--- src/rtl/mc_ctrl_pkg.sv ---
// Shared encodings for the multicycle RISC-V control unit: FSM state codes,
// opcodes, ALU control codes and datapath select encodings.
package mc_ctrl_pkg;

    // FSM state encoding (4 bits, 12 states used)
    localparam logic [3:0] S_FETCH    = 4'd0;
    localparam logic [3:0] S_DECODE   = 4'd1;
    localparam logic [3:0] S_MEMADR   = 4'd2;
    localparam logic [3:0] S_MEMREAD  = 4'd3;
    localparam logic [3:0] S_MEMWB    = 4'd4;
    localparam logic [3:0] S_MEMWRITE = 4'd5;
    localparam logic [3:0] S_EXECR    = 4'd6;
    localparam logic [3:0] S_EXECI    = 4'd7;
    localparam logic [3:0] S_ALUWB    = 4'd8;
    localparam logic [3:0] S_BRANCH   = 4'd9;
    localparam logic [3:0] S_JAL      = 4'd10;
    localparam logic [3:0] S_ILLEGAL  = 4'd11;

    // Opcodes
    localparam logic [6:0] OP_LW     = 7'b0000011;
    localparam logic [6:0] OP_SW     = 7'b0100011;
    localparam logic [6:0] OP_RTYPE  = 7'b0110011;
    localparam logic [6:0] OP_ITYPE  = 7'b0010011;
    localparam logic [6:0] OP_BRANCH = 7'b1100011;
    localparam logic [6:0] OP_JAL    = 7'b1101111;

    // ALU control codes
    localparam logic [2:0] ALU_ADD = 3'b000;
    localparam logic [2:0] ALU_SUB = 3'b001;
    localparam logic [2:0] ALU_AND = 3'b010;
    localparam logic [2:0] ALU_OR  = 3'b011;
    localparam logic [2:0] ALU_SLT = 3'b101;

    // Result mux
    localparam logic [1:0] RES_ALUOUT    = 2'b00;
    localparam logic [1:0] RES_DATA      = 2'b01;
    localparam logic [1:0] RES_ALURESULT = 2'b10;

    // ALU A input
    localparam logic [1:0] SRCA_PC    = 2'b00;
    localparam logic [1:0] SRCA_OLDPC = 2'b01;
    localparam logic [1:0] SRCA_RS1   = 2'b10;

    // ALU B input
    localparam logic [1:0] SRCB_RS2  = 2'b00;
    localparam logic [1:0] SRCB_IMM  = 2'b01;
    localparam logic [1:0] SRCB_FOUR = 2'b10;

    // Immediate formats
    localparam logic [1:0] IMM_I = 2'b00;
    localparam logic [1:0] IMM_S = 2'b01;
    localparam logic [1:0] IMM_B = 2'b10;
    localparam logic [1:0] IMM_J = 2'b11;

    // Immediate format is purely a function of the opcode
    function automatic logic [1:0] immSel(input logic [6:0] op);
        logic [1:0] sel;
        sel = IMM_I;
        case (op)
            OP_LW, OP_ITYPE: sel = IMM_I;
            OP_SW:           sel = IMM_S;
            OP_BRANCH:       sel = IMM_B;
            OP_JAL:          sel = IMM_J;
            default:         sel = IMM_I;
        endcase
        return sel;
    endfunction

endpackage

--- src/rtl/mc_control_alu_dec.sv ---
// ALU decoder: maps op[5], funct3 and funct7[5] to an ALU control code.
// Only meaningful in the execute states; the top selects it there.
import mc_ctrl_pkg::*;

module alu_dec (
    input  logic       op5,
    input  logic [2:0] f3,
    input  logic       f75,
    output logic [2:0] aluControl
);

    // funct3 selects the operation; funct7[5] distinguishes sub only for R-type
    always_comb begin
        aluControl = ALU_ADD;
        case (f3)
            3'b000:  aluControl = (op5 & f75) ? ALU_SUB : ALU_ADD;
            3'b010:  aluControl = ALU_SLT;
            3'b110:  aluControl = ALU_OR;
            3'b111:  aluControl = ALU_AND;
            default: aluControl = ALU_ADD;
        endcase
    end

endmodule

--- src/rtl/mc_control.sv ---
// Multicycle RISC-V control unit: Moore FSM sequencing fetch, decode,
// execute, memory and write-back over a shared ALU and memory port.
// Optional feature macro: MC_CONTROL_BNE_EN adds bne (funct3=001) branches.
import mc_ctrl_pkg::*;

module mc_control (
    input  logic       clk,
    input  logic       reset,
    input  logic [6:0] op,
    input  logic [2:0] f3,
    input  logic [6:0] f7,
    input  logic       zero,
    output logic       pcWrite,
    output logic       adrSrc,
    output logic       memWrite,
    output logic       irWrite,
    output logic [1:0] resultSrc,
    output logic [1:0] aluSrcA,
    output logic [1:0] aluSrcB,
    output logic [1:0] immSrc,
    output logic [2:0] aluControl,
    output logic       regWrite,
    output logic       illegal
);

    localparam logic [3:0] RESET_STATE = S_FETCH;

    logic [3:0] state, nextState;
    logic [2:0] decAluControl;
    logic       branchOk;
    logic       pcWriteRaw, memWriteRaw, irWriteRaw, regWriteRaw;
    logic       unusedF7Bits;

    // Only funct7[5] matters to the decoder
    assign unusedF7Bits = ^{f7[6], f7[4:0]};

    alu_dec uAluDec (
        .op5        (op[5]),
        .f3         (f3),
        .f75        (f7[5]),
        .aluControl (decAluControl)
    );

`ifdef MC_CONTROL_BNE_EN
    assign branchOk = (f3 == 3'b000) || (f3 == 3'b001);
`else
    assign branchOk = (f3 == 3'b000);
`endif

    // State register; reset aborts any instruction back to FETCH
    always_ff @(posedge clk or negedge reset) begin
        if (!reset) state <= RESET_STATE;
        else        state <= nextState;
    end

    // Next-state logic
    always_comb begin
        nextState = state;
        case (state)
            S_FETCH:    nextState = S_DECODE;
            S_DECODE: begin
                case (op)
                    OP_LW, OP_SW: nextState = S_MEMADR;
                    OP_RTYPE:     nextState = S_EXECR;
                    OP_ITYPE:     nextState = S_EXECI;
                    OP_BRANCH:    nextState = branchOk ? S_BRANCH : S_ILLEGAL;
                    OP_JAL:       nextState = S_JAL;
                    default:      nextState = S_ILLEGAL;
                endcase
            end
            S_MEMADR:   nextState = (op == OP_LW) ? S_MEMREAD : S_MEMWRITE;
            S_MEMREAD:  nextState = S_MEMWB;
            S_MEMWB:    nextState = S_FETCH;
            S_MEMWRITE: nextState = S_FETCH;
            S_EXECR:    nextState = S_ALUWB;
            S_EXECI:    nextState = S_ALUWB;
            S_ALUWB:    nextState = S_FETCH;
            S_BRANCH:   nextState = S_FETCH;
            S_JAL:      nextState = S_ALUWB;
            S_ILLEGAL:  nextState = S_ILLEGAL;
            default:    nextState = S_FETCH;
        endcase
    end

    // Output decode; only the branch PC write looks at an input (zero)
    always_comb begin
        pcWriteRaw  = 1'b0;
        adrSrc      = 1'b0;
        memWriteRaw = 1'b0;
        irWriteRaw  = 1'b0;
        regWriteRaw = 1'b0;
        resultSrc   = RES_ALUOUT;
        aluSrcA     = SRCA_PC;
        aluSrcB     = SRCB_RS2;
        aluControl  = ALU_ADD;
        case (state)
            S_FETCH: begin
                irWriteRaw = 1'b1;
                pcWriteRaw = 1'b1;
                aluSrcA    = SRCA_PC;
                aluSrcB    = SRCB_FOUR;
                resultSrc  = RES_ALURESULT;
            end
            S_DECODE: begin
                aluSrcA = SRCA_OLDPC;
                aluSrcB = SRCB_IMM;
            end
            S_MEMADR: begin
                aluSrcA = SRCA_RS1;
                aluSrcB = SRCB_IMM;
            end
            S_MEMREAD: adrSrc = 1'b1;
            S_MEMWB: begin
                resultSrc   = RES_DATA;
                regWriteRaw = 1'b1;
            end
            S_MEMWRITE: begin
                adrSrc      = 1'b1;
                memWriteRaw = 1'b1;
            end
            S_EXECR: begin
                aluSrcA    = SRCA_RS1;
                aluSrcB    = SRCB_RS2;
                aluControl = decAluControl;
            end
            S_EXECI: begin
                aluSrcA    = SRCA_RS1;
                aluSrcB    = SRCB_IMM;
                aluControl = decAluControl;
            end
            S_ALUWB: regWriteRaw = 1'b1;
            S_BRANCH: begin
                aluSrcA    = SRCA_RS1;
                aluSrcB    = SRCB_RS2;
                aluControl = ALU_SUB;
`ifdef MC_CONTROL_BNE_EN
                pcWriteRaw = ((f3 == 3'b000) & zero) | ((f3 == 3'b001) & ~zero);
`else
                pcWriteRaw = (f3 == 3'b000) & zero;
`endif
            end
            S_JAL: begin
                aluSrcA    = SRCA_OLDPC;
                aluSrcB    = SRCB_FOUR;
                pcWriteRaw = 1'b1;
            end
            default: ;
        endcase
    end

    // Enables are held low for as long as reset is asserted
    assign pcWrite  = reset & pcWriteRaw;
    assign irWrite  = reset & irWriteRaw;
    assign memWrite = reset & memWriteRaw;
    assign regWrite = reset & regWriteRaw;
    assign illegal  = reset & (state == S_ILLEGAL);
    assign immSrc   = immSel(op);

endmodule

--- config.mk ---
export PLATFORM = sky130hd
export DESIGN_NAME = mc_control
export DESIGN_NICKNAME = d
export VERILOG_FILES = /design/src/rtl/mc_ctrl_pkg.sv /design/src/rtl/mc_control_alu_dec.sv /design/src/rtl/mc_control.sv
export SDC_FILE = /design/constraint.sdc
export NUM_CORES = 1
export LEC_CHECK = 0
export BUFFER_PORTS_ARGS = -buffer_cell sky130_fd_sc_hd__buf_2
export CORE_AREA = 2 2 39 41
export DETAILED_ROUTE_END_ITERATION = 16
export DIE_AREA = 0 0 41 43
export PLACE_DENSITY = 0.81
export SETUP_SLACK_MARGIN = 0.5
export SYNTH_ARGS = -nofsm -noshare
export SYNTH_HDL_FRONTEND = slang
export SYNTH_SLANG_ARGS = --single-unit
--- constraint.sdc ---
create_clock -name clk -period 2.6 [get_ports clk]
set_input_delay 0.13 -clock clk [delete_from_list [all_inputs] [get_ports clk]]
set_output_delay 0.13 -clock clk [all_outputs]
set_load 0.005 [all_outputs]
==> flow_metrics.py <==
metrics = {
    "cts": {
        "insertion_delay_ns": 0.23,
        "clock_sinks": 4,
        "cts-root-buf": "clkbuf_4",
        "post-cts-setup-buffers": 0,
        "cts_tree": "yes",
        "cts_made_buffers": 3,
        "clk_pin_slew_ns": 0.03,
        "clockBufferDepth": 2,
        "cts_max_level": 1,
    },
    "route": {
        "dr.pass1.iters": 4,
        "wl_met3_um": 86,
        "drt.antenna.violating_nets": 0,
        "route.detailed.wl_per_inst_um": 12.2,
        "route.met2.wl_um": 734,
        "drt_iter0_drc": 25,
        "wl_met1_um": 619,
        "drc": 0,
        "vias": 673,
        "postRouteWirelength_um": 1460,
        "top_layer": "met4",
        "viasPerCell": 5.61,
    },
    "critical_path": {
        "slowest_delay_ns": 0.61,
        "cp_cell_sequence": "nor2b_1 > nand2_1 > o32ai_1 > buf_2",
        "startpoint_type": "flip-flop",
        "cp_data_arrival_time_ns": 1.62,
        "critPathBufInv": 1,
        "cp.required_ns": 2.47,
        "path_class": "reg2out",
        "crit_slowest_cell": "dfrtp_1",
        "critPathTopFamily": "flip-flops",
        "critPathCaptureType": "output pin",
        "path_max_fanout": 16,
    },
    "power": {
        "p_leak_nw": 0.362,
        "power.density_mw_per_mm2": 976,
        "ir_worst_vdd_v": 0.000357,
    },
    "global_routing": {
        "overflow": 0,
        "grt_pass1_wl_um": 2320,
        "grt_start_max_net_pins": 19,
        "gr-usage-all-layers_pct": 18.9,
        "antenna_found_initial": 0,
        "grt_pass1_vias": 548,
    },
    "yosys": {
        "ys_warn_count": 0,
        "synth_cells": 75,
        "seq_area_frac_synth_pct": 18.6,
        "syn_area_per_cell_um2": 7.16,
        "ys_types": 34,
        "syn_area_um2": 537,
        "ys_ff_latch": 4,
        "synth_nets": 95,
    },
    "timing": {
        "tightest_slew_ns": 0.525,
        "min_period_ns": 1.75,
        "rsz0062_at_grt": "false",
        "drv_slew": 0,
        "holdWs_ns": 0.238,
        "slew_headroom_pct": 65.0,
        "setup_violations": 0,
        "setup_tns_ns": 0,
        "layout_setup_ws_ns": 0.850,
        "fmax_mhz": 571,
        "final_hold_viol_count": 0,
        "fin_skew_ns": 0.00286,
        "fin_crit_sh_pct": 67.3,
    },
    "die": {
        "rows": 14,
        "initial_core_util_pct": 38.8,
        "ioPinCount": 37,
        "die_h_um": 43,
        "die_area_mm2": 0.00176,
        "core-area_mm2": 0.00138,
        "die_w_um": 41,
    },
    "finish": {
        "nets": 126,
        "syn_to_final_growth_pct": 33.3,
        "layout_commonest_cell": "buf_2",
        "drive_above_1_share_pct": 36.5,
        "reg_top3": "state: 4 flops",
        "diodes": 0,
        "layout_common_cells": "30 x buf_2, 8 x nor2_1, 7 x nor3_1",
        "utilization_pct": 51.7,
        "multi_input_area_um2": 398,
        "largest-register": "state",
        "nFillCells": 147,
        "largest_register_ffs": 4,
        "seqCellArea_um2": 100,
    },
    "job": {
        "drv_cap": 0,
    },
    "worst_hold_path": {
        "hold_class": "in2reg",
    },
    "placed_design": {
        "numPortBuffers": 30,
        "dp_hpwl_um": 1120,
        "routabilityCongestion": 0.821,
        "pre_cts_ws_ns": 1.01,
    },
    "run_status": {
        "status": "completed",
    },
}
-- layer usage --
metal	global-route usage [%]	vias to the layer above
li1	-	339
met1	23.9	308
met2	29.4	24
met3	4.71	2
met4	7.33	0
met5	0	-
-- path summary, 6_finish.rpt --
| path | start | endpoint | slack, ns | cells past startpoint |
|---|---|---|---|---|
| setup / recovery | state[1] | aluControl[0] | 0.85 | 4 |
| hold / removal | op[4] | state[2] | 0.24 | 3 |
| setup reg to reg | state[3] | state[0] | 1.01 | 3 |
| hold reg to reg | state[2] | state[0] | 0.76 | 1 |
| max in group asynchronous | reset | state[2] | 2.21 | 2 |
| min in group asynchronous | reset | state[0] | 0.25 | 2 |
-- cells in the mapped netlist (all sizes together) --
cell	number	area [µm²]
nor2	9	41.3
nor3	7	35.0
nand2	5	18.8
a21oi	4	20.0
buf	4	20.0
dfrtp	4	100
inv	4	15.0
nand2b	4	25.0
a31oi	3	18.8
o21ai	3	15.0
a211oi	2	15.0
and3	2	12.5
nand3	2	10.0
nor2b	2	12.5
nor4	2	12.5
xnor2	2	17.5
a2111oi	1	10.0
a41oi	1	8.76
and2	1	6.26
and4b	1	10.0
clkbuf	1	3.75
mux2	1	11.3
nand4	1	6.26
nand4b	1	23.8
nor4b	1	8.76
o21a	1	7.51
o21ba	1	10.0
o31a	1	8.76
o31ai	1	7.51
o32ai	1	8.76
or2b	1	8.76
or4	1	7.51
-- metrics by stage --
step | power (mW) | cell area [µm²] | cells
after global placement | 0.608 | 683 | 116
after floorplan | 0.480 | 537 | 75
final | 0.698 | 716 | 120
after global routing | 0.771 | 716 | 120
after detailed placement | 0.621 | 683 | 116
after CTS | 0.704 | 716 | 120
-- worst min-delay path: stages --
cell,delay [ns]
buf_2,0.12
inv_1,0.07
a2111oi_1,0.09
-- power by group --
part	switching [mW]	leakage, nW	total (mW)	internal [mW]
logic	0.204	0.298	0.417	0.214
clock network	0.0231	0.0138	0.0746	0.0515
registers	0.115	0.0498	0.207	0.0917
-- repair_timing --
action	CTS	global route
hold buffers	1	0
gates resized for setup	0	0
endpoints found under the hold margin	4	0
-- layout make-up --
type / count / share of cell area [%]
clock buffer: 3 / 3.15
inverter: 4 / 2.10
multi-input combinational: 62 / 55.6
sequential: 4 / 14.0
tap: 16 / 2.80
timing repair buffer: 31 / 22.4
-- cell families (layout without fill, tap and decap cells) --
logic type	Yosys count	after routing	share of synthesized area (%)
simple gates	40	40	44.5
compound gates	19	19	24.2
buf+inv	9	38	7.22
flops	4	4	18.6
xor+xnor	2	2	3.26
mux	1	1	2.10
Note: power is estimated with default switching activity, not from simulation.
